[src/rtl/fetch_stage.sv]
// IF stage and IF/ID pipeline register of the 5-stage MIPS core.
// Owns the fetch PC, drives the instruction memory address, latches the
// fetched word for decode and resolves jump/branch targets from the
// instruction currently held in ID. The branch delay slot is architectural:
// a redirect never squashes the instruction already in IF.
module fetch_stage #(
    parameter logic [31:0] RESET_PC = 32'h0000_3000,
    parameter logic [31:0] NOP_WORD = 32'h0000_0000
) (
    input  logic        clk,
    input  logic        reset_n,
    output logic [31:0] im_addr,
    input  logic [31:0] im_rdata,
    input  logic        stall,
    input  logic        flush,
    input  logic        branch_taken,
    input  logic        jump,
    input  logic        jump_r,
    input  logic [31:0] jr_target,
    output logic [31:0] F_pc,
    output logic [31:0] D_inst,
    output logic [31:0] D_pc,
    output logic [31:0] D_pc8,
    output logic        D_valid,
    output logic        D_adel,
    output logic [31:0] fetch_count
);

    localparam int unsigned XLEN     = 32;
    localparam int unsigned IMM_W    = 16;
    localparam int unsigned JIDX_W   = 26;
    localparam logic [XLEN-1:0] PC_STEP  = 32'd4;
    localparam logic [XLEN-1:0] LINK_OFS = 32'd8;
    localparam logic [XLEN-1:0] CNT_ONE  = 32'd1;

    // IF/ID pipeline payload
    typedef struct packed {
        logic [XLEN-1:0] inst;
        logic [XLEN-1:0] pc;
        logic [XLEN-1:0] pc8;
        logic            valid;
        logic            adel;
    } ifid_t;

    logic [XLEN-1:0] f_pc_q, f_pc_d;
    ifid_t           ifid_q, ifid_d;
    logic [XLEN-1:0] fetch_cnt_q, fetch_cnt_d;

    logic [XLEN-1:0] f_pc_plus4;
    logic [XLEN-1:0] f_pc_plus8;
    logic [XLEN-1:0] d_pc_plus4;
    logic [XLEN-1:0] br_offset;
    logic [XLEN-1:0] br_target;
    logic [XLEN-1:0] j_target;
    logic            f_misaligned;
    logic            ifid_load;

    // Sequential-PC arithmetic and ID-stage target computation
    always_comb begin
        f_pc_plus4   = f_pc_q + PC_STEP;
        f_pc_plus8   = f_pc_q + LINK_OFS;
        d_pc_plus4   = ifid_q.pc + PC_STEP;
        br_offset    = {{(XLEN-IMM_W-2){ifid_q.inst[IMM_W-1]}}, ifid_q.inst[IMM_W-1:0], 2'b00};
        br_target    = d_pc_plus4 + br_offset;
        j_target     = {d_pc_plus4[XLEN-1:XLEN-4], ifid_q.inst[JIDX_W-1:0], 2'b00};
        f_misaligned = (f_pc_q[1:0] != 2'b00);
    end

    // Next-PC select; redirects only count when ID holds a real instruction
    always_comb begin
        f_pc_d = f_pc_plus4;
        if (stall) begin
            f_pc_d = f_pc_q;
        end else if (ifid_q.valid && jump_r) begin
            f_pc_d = jr_target;
        end else if (ifid_q.valid && jump) begin
            f_pc_d = j_target;
        end else if (ifid_q.valid && branch_taken) begin
            f_pc_d = br_target;
        end
    end

    // IF/ID update: flush beats stall; misaligned fetches become a flagged NOP
    always_comb begin
        ifid_d      = ifid_q;
        fetch_cnt_d = fetch_cnt_q;
        ifid_load   = 1'b0;
        if (flush) begin
            ifid_d.inst  = NOP_WORD;
            ifid_d.pc    = f_pc_q;
            ifid_d.pc8   = f_pc_plus8;
            ifid_d.valid = 1'b0;
            ifid_d.adel  = 1'b0;
        end else if (!stall) begin
            ifid_load    = 1'b1;
            ifid_d.inst  = f_misaligned ? NOP_WORD : im_rdata;
            ifid_d.pc    = f_pc_q;
            ifid_d.pc8   = f_pc_plus8;
            ifid_d.valid = 1'b1;
            ifid_d.adel  = f_misaligned;
        end
        if (ifid_load) begin
            fetch_cnt_d = fetch_cnt_q + CNT_ONE;
        end
    end

    // State registers with asynchronous active-low reset
    always_ff @(posedge clk or negedge reset_n) begin
        if (!reset_n) begin
            f_pc_q       <= RESET_PC;
            ifid_q.inst  <= NOP_WORD;
            ifid_q.pc    <= '0;
            ifid_q.pc8   <= LINK_OFS;
            ifid_q.valid <= 1'b0;
            ifid_q.adel  <= 1'b0;
            fetch_cnt_q  <= '0;
        end else begin
            f_pc_q      <= f_pc_d;
            ifid_q      <= ifid_d;
            fetch_cnt_q <= fetch_cnt_d;
        end
    end

    assign im_addr     = f_pc_q;
    assign F_pc        = f_pc_q;
    assign D_inst      = ifid_q.inst;
    assign D_pc        = ifid_q.pc;
    assign D_pc8       = ifid_q.pc8;
    assign D_valid     = ifid_q.valid;
    assign D_adel      = ifid_q.adel;
    assign fetch_count = fetch_cnt_q;

endmodule

[config.mk]
export PLATFORM = sky130hd
export DESIGN_NAME = fetch_stage
export DESIGN_NICKNAME = d
export VERILOG_FILES = /design/src/rtl/fetch_stage.sv
export SDC_FILE = /design/constraint.sdc
export NUM_CORES = 1
export LEC_CHECK = 0
export BUFFER_PORTS_ARGS = -buffer_cell sky130_fd_sc_hd__buf_2
export CAP_MARGIN = 5
export CORE_MARGIN = 10
export CORE_UTILIZATION = 55
export CTS_CLUSTER_DIAMETER = 60
export DETAILED_ROUTE_END_ITERATION = 16
export PLACE_DENSITY = 0.88
export REMOVE_ABC_BUFFERS = 1
export SLEW_MARGIN = 20
export SYNTH_ARGS = -nofsm -noshare
export SYNTH_HDL_FRONTEND = slang
export SYNTH_SLANG_ARGS = --single-unit
[constraint.sdc]
create_clock -name clk -period 3.8 [get_ports clk]
set_input_delay 0.95 -clock clk [delete_from_list [all_inputs] [get_ports clk]]
set_output_delay 0.95 -clock clk [all_outputs]
set_load 0.005 [all_outputs]
==> results of run 1 <==
flip-flops by register name, indices dropped and copies added, names as in the netlist:
| signal | count |
|---|---|
| D_adel | 1 |
| D_pc | 32 |
| fetch_count | 32 |
| D_valid | 1 |
| D_pc8 | 29 |
| D_inst | 32 |
| F_pc | 32 |
layer usage:
layer | vias up | part of all wire
met2 | 513 | 0.46
met5 | - | 0.00021
met3 | 62 | 0.10
met1 | 4708 | 0.41
met4 | 2 | 0.020
li1 | 4482 | -
through the flow:
stage	instance area [sq um]	setup TNS [ps]	power, uW	hold WS, ps	instances
floorplan	9767	-178370	3387	468.2	1040
detailed placement	11730	0	4320	465.4	1600
CTS	12260	0	5921	479.0	1632
global placement	11730	0	4263	456.2	1600
finish	12330	0	5953	472.3	1639
global route	12330	-90.68	6276	505.0	1637
worst max-delay path: cells and delay by family (launching register included):
kind / cells / cell delay (ps)
simple gates: 8 / 2080
compound gates: 5 / 660
flops: 1 / 410
fa+ha+maj: 1 / 310
xor+xnor: 1 / 130
where the power goes:
| part | total, uW | leakage (uW) | internal (uW) | switching (uW) |
|---|---|---|---|---|
| Sequential | 2440 | 0.00204 | 1980 | 462 |
| Clock | 1600 | 0.000255 | 893 | 710 |
| Combinational | 1910 | 0.00361 | 888 | 1020 |
layout make-up:
type	count	area [sq um]
fill	1569	6499
multi-input combinational	867	5778
clock buffer	20	436.7
clock inverter	12	98.84
sequential	159	3985
tap	260	325.3
inverter	14	52.55
timing repair buffer	303	1645
antenna	4	10.01
cell usage after synthesis, types with 3 or more instances:
master and instances:
sky130_fd_sc_hd__dfrtp_1 156, sky130_fd_sc_hd__nand2_1 144, sky130_fd_sc_hd__nor2_1 82, sky130_fd_sc_hd__xnor2_1 73, sky130_fd_sc_hd__buf_4 71, sky130_fd_sc_hd__o21ai_0 68
sky130_fd_sc_hd__a21oi_1 62, sky130_fd_sc_hd__xor2_1 61, sky130_fd_sc_hd__clkbuf_1 42, sky130_fd_sc_hd__nand3_1 41, sky130_fd_sc_hd__ha_1 38, sky130_fd_sc_hd__mux2_2 36
sky130_fd_sc_hd__a22o_1 32, sky130_fd_sc_hd__nand4_1 28, sky130_fd_sc_hd__and3_1 20, sky130_fd_sc_hd__nor3_1 19, sky130_fd_sc_hd__a21o_1 18, sky130_fd_sc_hd__o211ai_1 18
sky130_fd_sc_hd__buf_2 14, sky130_fd_sc_hd__inv_1 14, sky130_fd_sc_hd__a31oi_1 12, sky130_fd_sc_hd__and4_1 11, sky130_fd_sc_hd__a211oi_1 9, sky130_fd_sc_hd__buf_1 8
sky130_fd_sc_hd__nor2b_1 8, sky130_fd_sc_hd__a22oi_1 7, sky130_fd_sc_hd__o31ai_1 7, sky130_fd_sc_hd__nor4_1 6, sky130_fd_sc_hd__and2_1 5, sky130_fd_sc_hd__o22ai_1 5
sky130_fd_sc_hd__o21bai_1 4, sky130_fd_sc_hd__or3_1 4, sky130_fd_sc_hd__a211o_1 3, sky130_fd_sc_hd__dfstp_2 3, sky130_fd_sc_hd__mux2i_1 3, sky130_fd_sc_hd__nand2b_1 3
sky130_fd_sc_hd__o21a_1 3
final timing paths:
kind / startpoint / end / slack (ps) / cells past startpoint
max in group asynchronous: reset_n / F_pc[15] / 2360 / 2
worst max-delay path: D_pc[6] / F_pc[31] / 150 / 15
min in group asynchronous: reset_n / D_inst[27] / 530 / 1
worst min register to register: D_pc8[30] / D_pc8[30] / 470 / 2
worst max register to register: D_pc[6] / F_pc[31] / 150 / 15
worst min-delay path: D_pc8[30] / D_pc8[30] / 470 / 2
what timing repair did:
action / CTS / global route
buffers inserted: 0 / 3
setup endpoints to repair: 0 / 6
gates resized for setup: 0 / 12
hold endpoints to repair: 0 / 0
cell families after synthesis:
logic type               share of synthesized area
flip-flops                                  0.3766
buffers and inverters                      0.08129
AO/OA/AOI/OAI                               0.1663
multiplexers                               0.04118
AND/OR/NAND/NOR                             0.1768
adder cells (fa/ha/maj)                    0.04686
XOR/XNOR                                    0.1110
==> flow_results.xml, run 1 <==
<?xml version="1.0" encoding="UTF-8"?>
<metrics>
  <group name="timing">
    <metric name="slew_headroom" unit="">0.5494</metric>
    <metric name="worst_clock_skew" unit="ps">12.58</metric>
    <metric name="timing.final.setup_violations" unit="">0</metric>
    <metric name="finalHoldViolCount" unit="">0</metric>
    <metric name="fmax" unit="GHz">0.2743</metric>
    <metric name="period_needed" unit="ps">3645</metric>
    <metric name="period_share" unit="">0.9592</metric>
    <metric name="fin_ws" unit="ps">155.0</metric>
    <metric name="timing_worst_slew_pin_value" unit="ps">675.9</metric>
    <metric name="maxSlewViolCount" unit="">0</metric>
  </group>
  <group name="yosys">
    <metric name="post_synth_num_cell_types" unit="">69</metric>
    <metric name="yosys_most_used_dff" unit="">sky130_fd_sc_hd__dfrtp_1</metric>
    <metric name="synthCells" unit="">1177</metric>
    <metric name="synth_enable_flop_cells" unit="">0</metric>
    <metric name="post_synth_main_area_contributors" unit="">sky130_fd_sc_hd__dfrtp_1, sky130_fd_sc_hd__xnor2_1, sky130_fd_sc_hd__nand2_1, sky130_fd_sc_hd__xor2_1, sky130_fd_sc_hd__buf_4</metric>
    <metric name="synth_area_leader_cell" unit="">sky130_fd_sc_hd__dfrtp_1</metric>
    <metric name="netlist_area" unit="sq mm">0.01057</metric>
    <metric name="ffs_latches_synth" unit="">159</metric>
    <metric name="synth.yosys.seq_area_share" unit="">0.3766</metric>
    <metric name="yosysTopAreaCellShare" unit="">0.3692</metric>
    <metric name="yosysWarningCount" unit="">0</metric>
    <metric name="post_synthesis_async_set_or_reset_flop_share" unit="">1.000</metric>
    <metric name="post_synth.cell_area_avg" unit="sq um">8.984</metric>
  </group>
  <group name="placed_design">
    <metric name="global_placement_routability_congestion" unit="">0.9806</metric>
    <metric name="post-dp-hpwl" unit="microns">25700</metric>
    <metric name="port-buffer-count" unit="">264</metric>
    <metric name="dp_slack" unit="ps">128.8</metric>
  </group>
  <group name="grt">
    <metric name="grt_pass1_vias" unit="">9552</metric>
    <metric name="use_met3" unit="">0.06611</metric>
    <metric name="antenna_found_initial" unit="">5</metric>
    <metric name="groute.layer.met2.usage" unit="">0.4223</metric>
    <metric name="total_global_routing_overflow" unit="">0</metric>
    <metric name="most_crowded_layer_gr" unit="">met2</metric>
    <metric name="grt_pass1_wl" unit="microns">52580</metric>
    <metric name="grt_use_total" unit="">0.2670</metric>
    <metric name="grt_max_degree" unit="">80</metric>
    <metric name="grt_use_met1" unit="">0.3497</metric>
  </group>
  <group name="setup_path">
    <metric name="timing.setup.critical_path_class" unit="">reg -&gt; reg</metric>
    <metric name="crit_path_slowest_cell" unit="">sky130_fd_sc_hd__or4_1</metric>
    <metric name="max_stage_delay" unit="ps">540</metric>
    <metric name="critical_path.cell_chain" unit="">and4_4, nand4_1, nor2_1, nand2_1, xnor2_1, ha_1, nand4_2, or4_1, a21oi_2, o21ai_1, nand3_1, o211ai_1, or4b_1, o211ai_2, a21o_1</metric>
    <metric name="critical_path_required" unit="ps">4170</metric>
    <metric name="timing.critical_path.fanout_max" unit="">6</metric>
    <metric name="critPathLaunchType" unit="">register</metric>
    <metric name="cp.arrival" unit="ps">4010</metric>
    <metric name="endpoint_kind" unit="">register</metric>
  </group>
  <group name="die">
    <metric name="placement_rows" unit="">50</metric>
    <metric name="fp.dieArea" unit="sq mm">0.02517</metric>
    <metric name="core_area" unit="sq mm">0.01883</metric>
    <metric name="chipHeight" unit="microns">158.7</metric>
    <metric name="initial_utilization" unit="">0.5615</metric>
    <metric name="chipWidth" unit="microns">158.7</metric>
    <metric name="ioPinCount" unit="">265</metric>
  </group>
  <group name="layout">
    <metric name="area_overhead_vs_synth" unit="%">16.62</metric>
    <metric name="drive_gt1_frac" unit="">0.2880</metric>
    <metric name="mostFrequentLayoutCell" unit="">sky130_fd_sc_hd__buf_2</metric>
    <metric name="commonest_non_fill_non_tap_cells_in_the_layout" unit="">sky130_fd_sc_hd__buf_2, sky130_fd_sc_hd__dfrtp_1, sky130_fd_sc_hd__nand2_1</metric>
    <metric name="layout.nets" unit="">1472</metric>
    <metric name="finalCoreUtilization" unit="">0.6549</metric>
  </group>
  <group name="outcome">
    <metric name="run_status" unit="">finished, final reports clean</metric>
  </group>
  <group name="routing">
    <metric name="drt_wl_total" unit="microns">34120</metric>
    <metric name="vias" unit="">9767</metric>
    <metric name="ant_nets" unit="">0</metric>
    <metric name="number_of_optimization_iterations_in_the_first_detailed_route_pass" unit="">5</metric>
    <metric name="drt_iter0_markers" unit="">768</metric>
    <metric name="wl_per_cell" unit="microns">20.81</metric>
    <metric name="avgViaCountPerCell" unit="">5.959</metric>
    <metric name="drcViolationCount" unit="">0</metric>
  </group>
  <group name="clock_tree">
    <metric name="number_of_h_tree_levels" unit="">4</metric>
    <metric name="cts-hold-fix-buffers" unit="">0</metric>
    <metric name="cts_buffers" unit="">17</metric>
    <metric name="tritoncts" unit="">built</metric>
    <metric name="path_clk_slew" unit="ps">70</metric>
    <metric name="clockBufferDepth" unit="">2</metric>
    <metric name="cts_root_buf" unit="">sky130_fd_sc_hd__clkbuf_16</metric>
    <metric name="clock_sinks" unit="">159</metric>
    <metric name="insertion_delay" unit="ps">440</metric>
  </group>
  <group name="pwr">
    <metric name="worst_ir_drop_vdd" unit="uV">350.5</metric>
    <metric name="power_leakage" unit="uW">0.005908</metric>
    <metric name="power.density" unit="mW/mm^2">482.8</metric>
  </group>
  <group name="flow_run">
    <metric name="maxCapViolCount" unit="">0</metric>
  </group>
  <group name="worst_hold_path">
    <metric name="min-delay-path-class" unit="">reg -&gt; reg</metric>
  </group>
</metrics>
No activity file was read; power rests on OpenSTA's default activity.
==> run 2: changes to the inputs <==
ABC_AREA = 1   (was unset)
CORE_UTILIZATION = 56   (was 55)
==> run 2 against run 1 <==
Net effect:
- register-to-register slack gained 130 ps
- largest cell class unchanged
- maximum frequency grew 3.6%
- die area grew 8.4%
- highest routed layer is now met4
- clock power grew 27%
- hold slack lost 5.1 ps
- clock skew grew 2.4 ps
- cell count grew 37%
- critical path type unchanged
- global-route usage grew 6.0 points
- wire length grew 32%
==> flow_results.xml, run 2 <==
<?xml version="1.0" encoding="UTF-8"?>
<metrics>
  <group name="outcome">
    <metric name="run_status" unit="">finished, final reports clean</metric>
  </group>
  <group name="layout">
    <metric name="layout.nets" unit="">2062</metric>
    <metric name="area_overhead_vs_synth" unit="%">15.72</metric>
    <metric name="fillers" unit="">1915</metric>
    <metric name="drive_gt1_frac" unit="">0.1777</metric>
    <metric name="commonest_non_fill_non_tap_cells_in_the_layout" unit="">sky130_fd_sc_hd__nand2_1, sky130_fd_sc_hd__buf_2, sky130_fd_sc_hd__inv_1</metric>
    <metric name="finalCoreUtilization" unit="">0.6539</metric>
    <metric name="mostFrequentLayoutCell" unit="">sky130_fd_sc_hd__nand2_1</metric>
    <metric name="insertedDiodeCount" unit="">0</metric>
  </group>
  <group name="setup_path">
    <metric name="max_stage_delay" unit="ps">460</metric>
    <metric name="cp.arrival" unit="ps">3840</metric>
    <metric name="critical_path.most_common_cell" unit="">sky130_fd_sc_hd__nand2_1</metric>
    <metric name="critPathLaunchType" unit="">register</metric>
    <metric name="critical_path.cell_chain" unit="">ha_1, nand2_1, nor2_2, nand2_1, nor2_1, inv_1, nor4_1, xor2_1, ha_1, nand2_1, nor2_1, nand2_1, nor2_1, nand2_1, nand3_1, nand2_1, nand3_1, nand2_1, nand2_1, nand2_1, nand2_1, nand2_1</metric>
    <metric name="timing.setup.critical_path_class" unit="">reg -&gt; reg</metric>
    <metric name="critical_path_required" unit="ps">4120</metric>
    <metric name="endpoint_kind" unit="">register</metric>
    <metric name="crit_path_slowest_cell" unit="">sky130_fd_sc_hd__dfrtp_1</metric>
    <metric name="timing.critical_path.fanout_max" unit="">6</metric>
  </group>
  <group name="timing">
    <metric name="fmax" unit="GHz">0.2843</metric>
    <metric name="period_needed" unit="ps">3517</metric>
    <metric name="period_share" unit="">0.9256</metric>
    <metric name="maxSlewViolCount" unit="">0</metric>
    <metric name="whs" unit="ps">467.2</metric>
    <metric name="grt_setup_unrepaired" unit="">yes</metric>
    <metric name="timing.final.setup_violations" unit="">0</metric>
    <metric name="timing_worst_slew_pin_value" unit="ps">829.3</metric>
    <metric name="finalHoldViolCount" unit="">0</metric>
    <metric name="worst_clock_skew" unit="ps">14.94</metric>
    <metric name="slew_headroom" unit="">0.4471</metric>
  </group>
  <group name="placed_design">
    <metric name="post-dp-hpwl" unit="microns">35000</metric>
    <metric name="port-buffer-count" unit="">264</metric>
    <metric name="global_placement_routability_congestion" unit="">1.024</metric>
  </group>
  <group name="grt">
    <metric name="total_global_routing_overflow" unit="">0</metric>
    <metric name="grt_use_total" unit="">0.3266</metric>
    <metric name="grt_pass1_wl" unit="microns">69270</metric>
    <metric name="grt_max_degree" unit="">88</metric>
    <metric name="grt_pass1_vias" unit="">12440</metric>
    <metric name="antenna_found_initial" unit="">0</metric>
  </group>
  <group name="yosys">
    <metric name="synthTopCellsByCount" unit="">sky130_fd_sc_hd__nand2_1, sky130_fd_sc_hd__inv_1, sky130_fd_sc_hd__nor2_1</metric>
    <metric name="synthCells" unit="">1762</metric>
    <metric name="yosysTopAreaCellShare" unit="">0.3307</metric>
    <metric name="synth.yosys.seq_area_share" unit="">0.3374</metric>
    <metric name="post-synth-top-count-cell" unit="">sky130_fd_sc_hd__nand2_1</metric>
    <metric name="post_synth_main_area_contributors" unit="">sky130_fd_sc_hd__dfrtp_1, sky130_fd_sc_hd__nand2_1, sky130_fd_sc_hd__inv_1, sky130_fd_sc_hd__nand3_1, sky130_fd_sc_hd__nor2_1</metric>
    <metric name="post_synthesis_async_set_or_reset_flop_share" unit="">1.000</metric>
    <metric name="yosys_most_used_dff" unit="">sky130_fd_sc_hd__dfrtp_1</metric>
    <metric name="post_synth_num_cell_types" unit="">40</metric>
    <metric name="netlist_area" unit="sq mm">0.01180</metric>
    <metric name="yosysWarningCount" unit="">0</metric>
    <metric name="synth_area_leader_cell" unit="">sky130_fd_sc_hd__dfrtp_1</metric>
    <metric name="post_synth.cell_area_avg" unit="sq um">6.699</metric>
    <metric name="ffs_latches_synth" unit="">159</metric>
    <metric name="synth_enable_flop_cells" unit="">0</metric>
  </group>
  <group name="die">
    <metric name="ioPinCount" unit="">265</metric>
    <metric name="fp.dieArea" unit="sq mm">0.02729</metric>
    <metric name="initial_utilization" unit="">0.5651</metric>
    <metric name="chipHeight" unit="microns">165.2</metric>
    <metric name="core_area" unit="sq mm">0.02089</metric>
    <metric name="chipWidth" unit="microns">165.2</metric>
    <metric name="placement_rows" unit="">53</metric>
  </group>
  <group name="clock_tree">
    <metric name="post_cts.repair.setup_buffers" unit="">0</metric>
    <metric name="cts-hold-fix-buffers" unit="">0</metric>
    <metric name="cts_root_buf" unit="">sky130_fd_sc_hd__clkbuf_16</metric>
    <metric name="path_clk_slew" unit="ps">80</metric>
    <metric name="tritoncts" unit="">built</metric>
    <metric name="clockBufferDepth" unit="">2</metric>
    <metric name="clock_sinks" unit="">159</metric>
    <metric name="cts_buffers" unit="">17</metric>
    <metric name="cts-resized-gates" unit="">0</metric>
    <metric name="number_of_h_tree_levels" unit="">4</metric>
    <metric name="insertion_delay" unit="ps">440</metric>
  </group>
  <group name="worst_hold_path">
    <metric name="min-delay-path-class" unit="">reg -&gt; reg</metric>
  </group>
  <group name="routing">
    <metric name="drt_wl_total" unit="microns">45000</metric>
    <metric name="drt_iter0_markers" unit="">1373</metric>
    <metric name="wl_per_cell" unit="microns">20.10</metric>
    <metric name="avgViaCountPerCell" unit="">5.662</metric>
    <metric name="drcViolationCount" unit="">0</metric>
    <metric name="number_of_optimization_iterations_in_the_first_detailed_route_pass" unit="">8</metric>
    <metric name="vias" unit="">12680</metric>
    <metric name="ant_nets" unit="">0</metric>
  </group>
  <group name="flow_run">
    <metric name="maxCapViolCount" unit="">0</metric>
  </group>
  <group name="pwr">
    <metric name="power_leakage" unit="uW">0.007480</metric>
    <metric name="worst_ir_drop_vdd" unit="uV">398.9</metric>
    <metric name="power.density" unit="mW/mm^2">462.0</metric>
  </group>
</metrics>
[run 2: cell types whose count changed after synthesis, moves of 36 or more]
cell,delta
sky130_fd_sc_hd__nand2_1,+442
sky130_fd_sc_hd__inv_1,+211
sky130_fd_sc_hd__nand3_1,+86
sky130_fd_sc_hd__nor2_1,+76
sky130_fd_sc_hd__xnor2_1,-61
sky130_fd_sc_hd__mux2_2,-36
[run 2: layer usage]
layer | wire (microns) | up-vias | GRT usage
met1 | 17900 | 5956 | 0.4221
li1 | - | 5930 | -
met3 | 4404 | 109 | 0.06569
met2 | 21010 | 682 | 0.5316
met4 | 1680 | 0 | 0.1180
met5 | 0 | - | 0
[run 2: worst max-delay path, delay by kind of cell, from the launching register on]
family / cells / cell delay (ps)
flops: 1 / 460
fa+ha+maj: 2 / 620
simple gates: 18 / 2110
buf+inv: 1 / 80
xor+xnor: 1 / 120
[run 2: worst paths after layout]
check                           startpoint  slack (ps)               to  depth (start not counted)
min reg2reg                fetch_count[31]         470  fetch_count[31]                          1
max reg2reg                        D_pc[2]         280         F_pc[23]                         22
min                        fetch_count[31]         470  fetch_count[31]                          1
max in group asynchronous          reset_n        2380         F_pc[13]                          2
max                                D_pc[2]         280         F_pc[23]                         22
min in group asynchronous          reset_n         480       D_inst[26]                          1
[run 2: kinds of logic after synthesis]
family                   share of synthesized area
buffers and inverters                       0.1308
flip-flops                                  0.3374
adder cells (fa/ha/maj)                    0.04198
AND/OR/NAND/NOR                             0.3440
XOR/XNOR                                   0.05417
AO/OA/AOI/OAI                              0.09169
[run 2: final cells by class]
| cell class | instances | area, sq um | share of cell area |
|---|---|---|---|
| multi-input combinational | 1259 | 6290 | 0.4605 |
| sequential | 159 | 3983 | 0.2916 |
| timing repair buffer | 285 | 1510 | 0.1106 |
| inverter | 230 | 863.3 | 0.06320 |
| clock buffer | 17 | 425.4 | 0.03114 |
| tap | 275 | 344.1 | 0.02519 |
| clock inverter | 14 | 244.0 | 0.01786 |
[run 2: report_power, final]
group	internal [uW]	switching, uW	leakage [uW]
Combinational	712	1220	0.00514
Sequential	1950	397	0.00201
Clock	1200	832	0.000328
[run 2: stage by stage]
| step | cells | total power [uW] | setup WS (ps) | cell area [sq um] | setup TNS, ps |
|---|---|---|---|---|---|
| detailed placement | 2208 | 4258 | 291.1 | 12990 | 0 |
| global placement | 2208 | 4214 | 434.0 | 12990 | 0 |
| global route | 2239 | 6620 | -0.1674 | 13660 | -0.1674 |
| floorplan | 1648 | 3284 | -1192 | 11120 | -67360 |
| finish | 2239 | 6310 | 282.7 | 13660 | 0 |
| CTS | 2239 | 6274 | 243.3 | 13660 | 0 |
==> run 3: changes to the inputs <==
PLACE_DENSITY = 0.93   (was 0.88)
==> run 3 against run 2 <==
Net effect:
- cell count about the same
- clock skew up 1.8 ps
- highest routed layer is now met5
- register-to-register slack better by 30 ps
- first-iteration DRC count up 9.1%
- via count up 0.65%
- wire length down 0.10%
==> flow_results.xml, run 3 (synthesized netlist as in run 2, its figures left out) <==
<?xml version="1.0" encoding="UTF-8"?>
<metrics>
  <group name="clock_tree">
    <metric name="insertion_delay" unit="ps">440</metric>
    <metric name="cts-resized-gates" unit="">0</metric>
    <metric name="tritoncts" unit="">built</metric>
    <metric name="cts_buffers" unit="">17</metric>
    <metric name="path_clk_slew" unit="ps">70</metric>
    <metric name="clock_sinks" unit="">159</metric>
    <metric name="cts_root_buf" unit="">sky130_fd_sc_hd__clkbuf_16</metric>
    <metric name="cts-hold-fix-buffers" unit="">0</metric>
    <metric name="post_cts.repair.setup_buffers" unit="">0</metric>
    <metric name="number_of_h_tree_levels" unit="">4</metric>
    <metric name="clockBufferDepth" unit="">2</metric>
  </group>
  <group name="outcome">
    <metric name="run_status" unit="">finished, final reports clean</metric>
  </group>
  <group name="placed_design">
    <metric name="place.detailed.instances" unit="">2205</metric>
    <metric name="global_placement_routability_congestion" unit="">0.9748</metric>
    <metric name="port-buffer-count" unit="">264</metric>
    <metric name="dp_slack" unit="ps">360.4</metric>
    <metric name="place_area" unit="sq mm">0.01296</metric>
    <metric name="post-dp-hpwl" unit="microns">34520</metric>
  </group>
  <group name="die">
    <metric name="chipWidth" unit="microns">165.2</metric>
    <metric name="core_area" unit="sq mm">0.02089</metric>
    <metric name="placement_rows" unit="">53</metric>
    <metric name="chipHeight" unit="microns">165.2</metric>
    <metric name="initial_utilization" unit="">0.5651</metric>
    <metric name="ioPinCount" unit="">265</metric>
    <metric name="fp.dieArea" unit="sq mm">0.02729</metric>
  </group>
  <group name="routing">
    <metric name="drcViolationCount" unit="">0</metric>
    <metric name="wl_per_cell" unit="microns">20.09</metric>
    <metric name="drt_iter0_markers" unit="">1498</metric>
    <metric name="vias" unit="">12760</metric>
    <metric name="drt_wl_total" unit="microns">44950</metric>
    <metric name="ant_nets" unit="">0</metric>
    <metric name="number_of_optimization_iterations_in_the_first_detailed_route_pass" unit="">8</metric>
    <metric name="avgViaCountPerCell" unit="">5.701</metric>
  </group>
  <group name="timing">
    <metric name="maxSlewViolCount" unit="">0</metric>
    <metric name="fin_ws" unit="ps">315.8</metric>
    <metric name="fmax" unit="GHz">0.2870</metric>
    <metric name="grt_setup_unrepaired" unit="">no</metric>
    <metric name="whs" unit="ps">483.6</metric>
    <metric name="timing.final.setup_violations" unit="">0</metric>
    <metric name="finalHoldViolCount" unit="">0</metric>
    <metric name="worst_clock_skew" unit="ps">16.73</metric>
    <metric name="period_share" unit="">0.9169</metric>
    <metric name="timing_worst_slew_pin_value" unit="ps">918.4</metric>
    <metric name="period_needed" unit="ps">3484</metric>
    <metric name="slew_headroom" unit="">0.3877</metric>
  </group>
  <group name="grt">
    <metric name="antenna_found_initial" unit="">2</metric>
    <metric name="total_global_routing_overflow" unit="">0</metric>
    <metric name="grt_use_total" unit="">0.3273</metric>
    <metric name="grt_max_degree" unit="">94</metric>
    <metric name="grt_pass1_vias" unit="">12350</metric>
    <metric name="grt_pass1_wl" unit="microns">69460</metric>
  </group>
  <group name="pwr">
    <metric name="power.internal" unit="uW">3722</metric>
    <metric name="switching_share_of_total_power" unit="">0.3991</metric>
    <metric name="share_comb_of_total_power" unit="">0.314</metric>
    <metric name="seq_pwr_share" unit="">0.379</metric>
    <metric name="power.density" unit="mW/mm^2">455.7</metric>
    <metric name="power_frac_clock" unit="">0.307</metric>
    <metric name="power_leakage" unit="uW">0.007437</metric>
    <metric name="total_switching_power" unit="uW">2472</metric>
    <metric name="worst_ir_drop_vdd" unit="uV">319.7</metric>
  </group>
  <group name="layout">
    <metric name="finalCoreUtilization" unit="">0.6507</metric>
    <metric name="area_overhead_vs_synth" unit="%">15.16</metric>
    <metric name="layout.nets" unit="">2059</metric>
    <metric name="mostFrequentLayoutCell" unit="">sky130_fd_sc_hd__nand2_1</metric>
    <metric name="layout.cell_area.non_filler" unit="sq mm">0.01359</metric>
    <metric name="commonest_non_fill_non_tap_cells_in_the_layout" unit="">sky130_fd_sc_hd__nand2_1, sky130_fd_sc_hd__buf_2, sky130_fd_sc_hd__inv_1</metric>
    <metric name="fillers" unit="">1866</metric>
    <metric name="layout.cells.non_filler" unit="">2238</metric>
    <metric name="drive_gt1_frac" unit="">0.1764</metric>
  </group>
  <group name="flow_run">
    <metric name="maxCapViolCount" unit="">0</metric>
  </group>
  <group name="setup_path">
    <metric name="timing.critical_path.fanout_max" unit="">6</metric>
    <metric name="timing.setup.critical_path_class" unit="">reg -&gt; reg</metric>
    <metric name="crit_path_start" unit="">D_pc[2]</metric>
    <metric name="endpoint_kind" unit="">register</metric>
    <metric name="critical_path.cell_chain" unit="">ha_1, nand2_1, nor2_2, inv_1, nor2_1, xor2_1, inv_1, ha_1, nand2_1, nor2_1, and2_1, nand2_1, nand2_1, a21oi_1, o21ai_0, nand2_1, nand2_1, nand2_1, nand2_1, nand2_1</metric>
    <metric name="crit_path_slowest_cell" unit="">sky130_fd_sc_hd__dfrtp_1</metric>
    <metric name="cp.arrival" unit="ps">3810</metric>
    <metric name="critical_path.most_common_cell" unit="">sky130_fd_sc_hd__nand2_1</metric>
    <metric name="critPathLaunchType" unit="">register</metric>
    <metric name="critical_path.n_buffers_inverters" unit="">2</metric>
    <metric name="crit_family" unit="">simple AND/OR/NAND/NOR gates</metric>
    <metric name="max_stage_delay" unit="ps">450</metric>
    <metric name="r2r-start" unit="">D_pc[2]</metric>
    <metric name="critical_path_required" unit="ps">4120</metric>
  </group>
  <group name="worst_hold_path">
    <metric name="holdCritStartpoint" unit="">D_pc8[27]</metric>
    <metric name="min-delay-path-class" unit="">reg -&gt; reg</metric>
  </group>
</metrics>
run 3: cell count changes in the layout (fill, tap and decap cells not counted):
cell                         delta
sky130_fd_sc_hd__inv_8          +1
sky130_fd_sc_hd__clkinvlp_4     +2
sky130_fd_sc_hd__clkinv_8       -1
sky130_fd_sc_hd__inv_6          -1
sky130_fd_sc_hd__buf_4          -3
sky130_fd_sc_hd__clkbuf_1       +1
sky130_fd_sc_hd__diode_2        +1
sky130_fd_sc_hd__clkinv_4       +1
sky130_fd_sc_hd__bufinv_16      -2
run 3: layout make-up:
class	instances	area [sq um]	area share
inverter	230	863.3	0.06351
antenna	1	2.502	0.0001841
clock inverter	14	193.9	0.01427
timing repair buffer	282	1488	0.1094
clock buffer	18	429.2	0.03157
tap	275	344.1	0.02531
multi-input combinational	1259	6290	0.4627
sequential	159	3983	0.2930
run 3: power by group through the flow:
stage | Clock, uW | Combinational [uW] | Sequential, uW
CTS | 1900 | 1910 | 2330
floorplan | 0 | 998 | 2290
detailed placement | 0 | 1900 | 2360
finish | 1900 | 1940 | 2350
global placement | 0 | 1850 | 2350
global route | 1980 | 2140 | 2380
run 3: worst register-to-register path: stages, from the launching register on:
cell and delay (ps):
sky130_fd_sc_hd__dfrtp_1 450, sky130_fd_sc_hd__ha_1 220, sky130_fd_sc_hd__nand2_1 80, sky130_fd_sc_hd__nor2_2 190, sky130_fd_sc_hd__inv_1 100, sky130_fd_sc_hd__nor2_1 310, sky130_fd_sc_hd__xor2_1 180, sky130_fd_sc_hd__inv_1 60
sky130_fd_sc_hd__ha_1 370, sky130_fd_sc_hd__nand2_1 120, sky130_fd_sc_hd__nor2_1 250, sky130_fd_sc_hd__and2_1 220, sky130_fd_sc_hd__nand2_1 60, sky130_fd_sc_hd__nand2_1 70, sky130_fd_sc_hd__a21oi_1 50, sky130_fd_sc_hd__o21ai_0 180
sky130_fd_sc_hd__nand2_1 140, sky130_fd_sc_hd__nand2_1 100, sky130_fd_sc_hd__nand2_1 70, sky130_fd_sc_hd__nand2_1 110, sky130_fd_sc_hd__nand2_1 60
run 3: through the flow:
step / setup TNS, ps / power [uW]
after floorplan: -67360 / 3284
after global placement: 0 / 4200
after detailed placement: 0 / 4252
after CTS: 0 / 6140
after global routing: 0 / 6496
final: 0 / 6194
run 3: layer usage:
layer / global-route usage / share of wire / vias to the layer above
li1: - / - / 5934
met1: 0.4246 / 0.38 / 5845
met2: 0.5201 / 0.46 / 848
met3: 0.07635 / 0.12 / 130
met4: 0.1252 / 0.039 / 2
met5: 0 / 0.00029 / -
run 3: worst paths after layout:
check	end	slack (ps)	cells past startpoint
max reg2reg	F_pc[18]	320	20
max in group asynchronous	D_pc[30]	2310	2
min in group asynchronous	D_inst[26]	580	1
min reg2reg	D_pc8[27]	480	2
max	F_pc[18]	320	20
min	D_pc8[27]	480	2
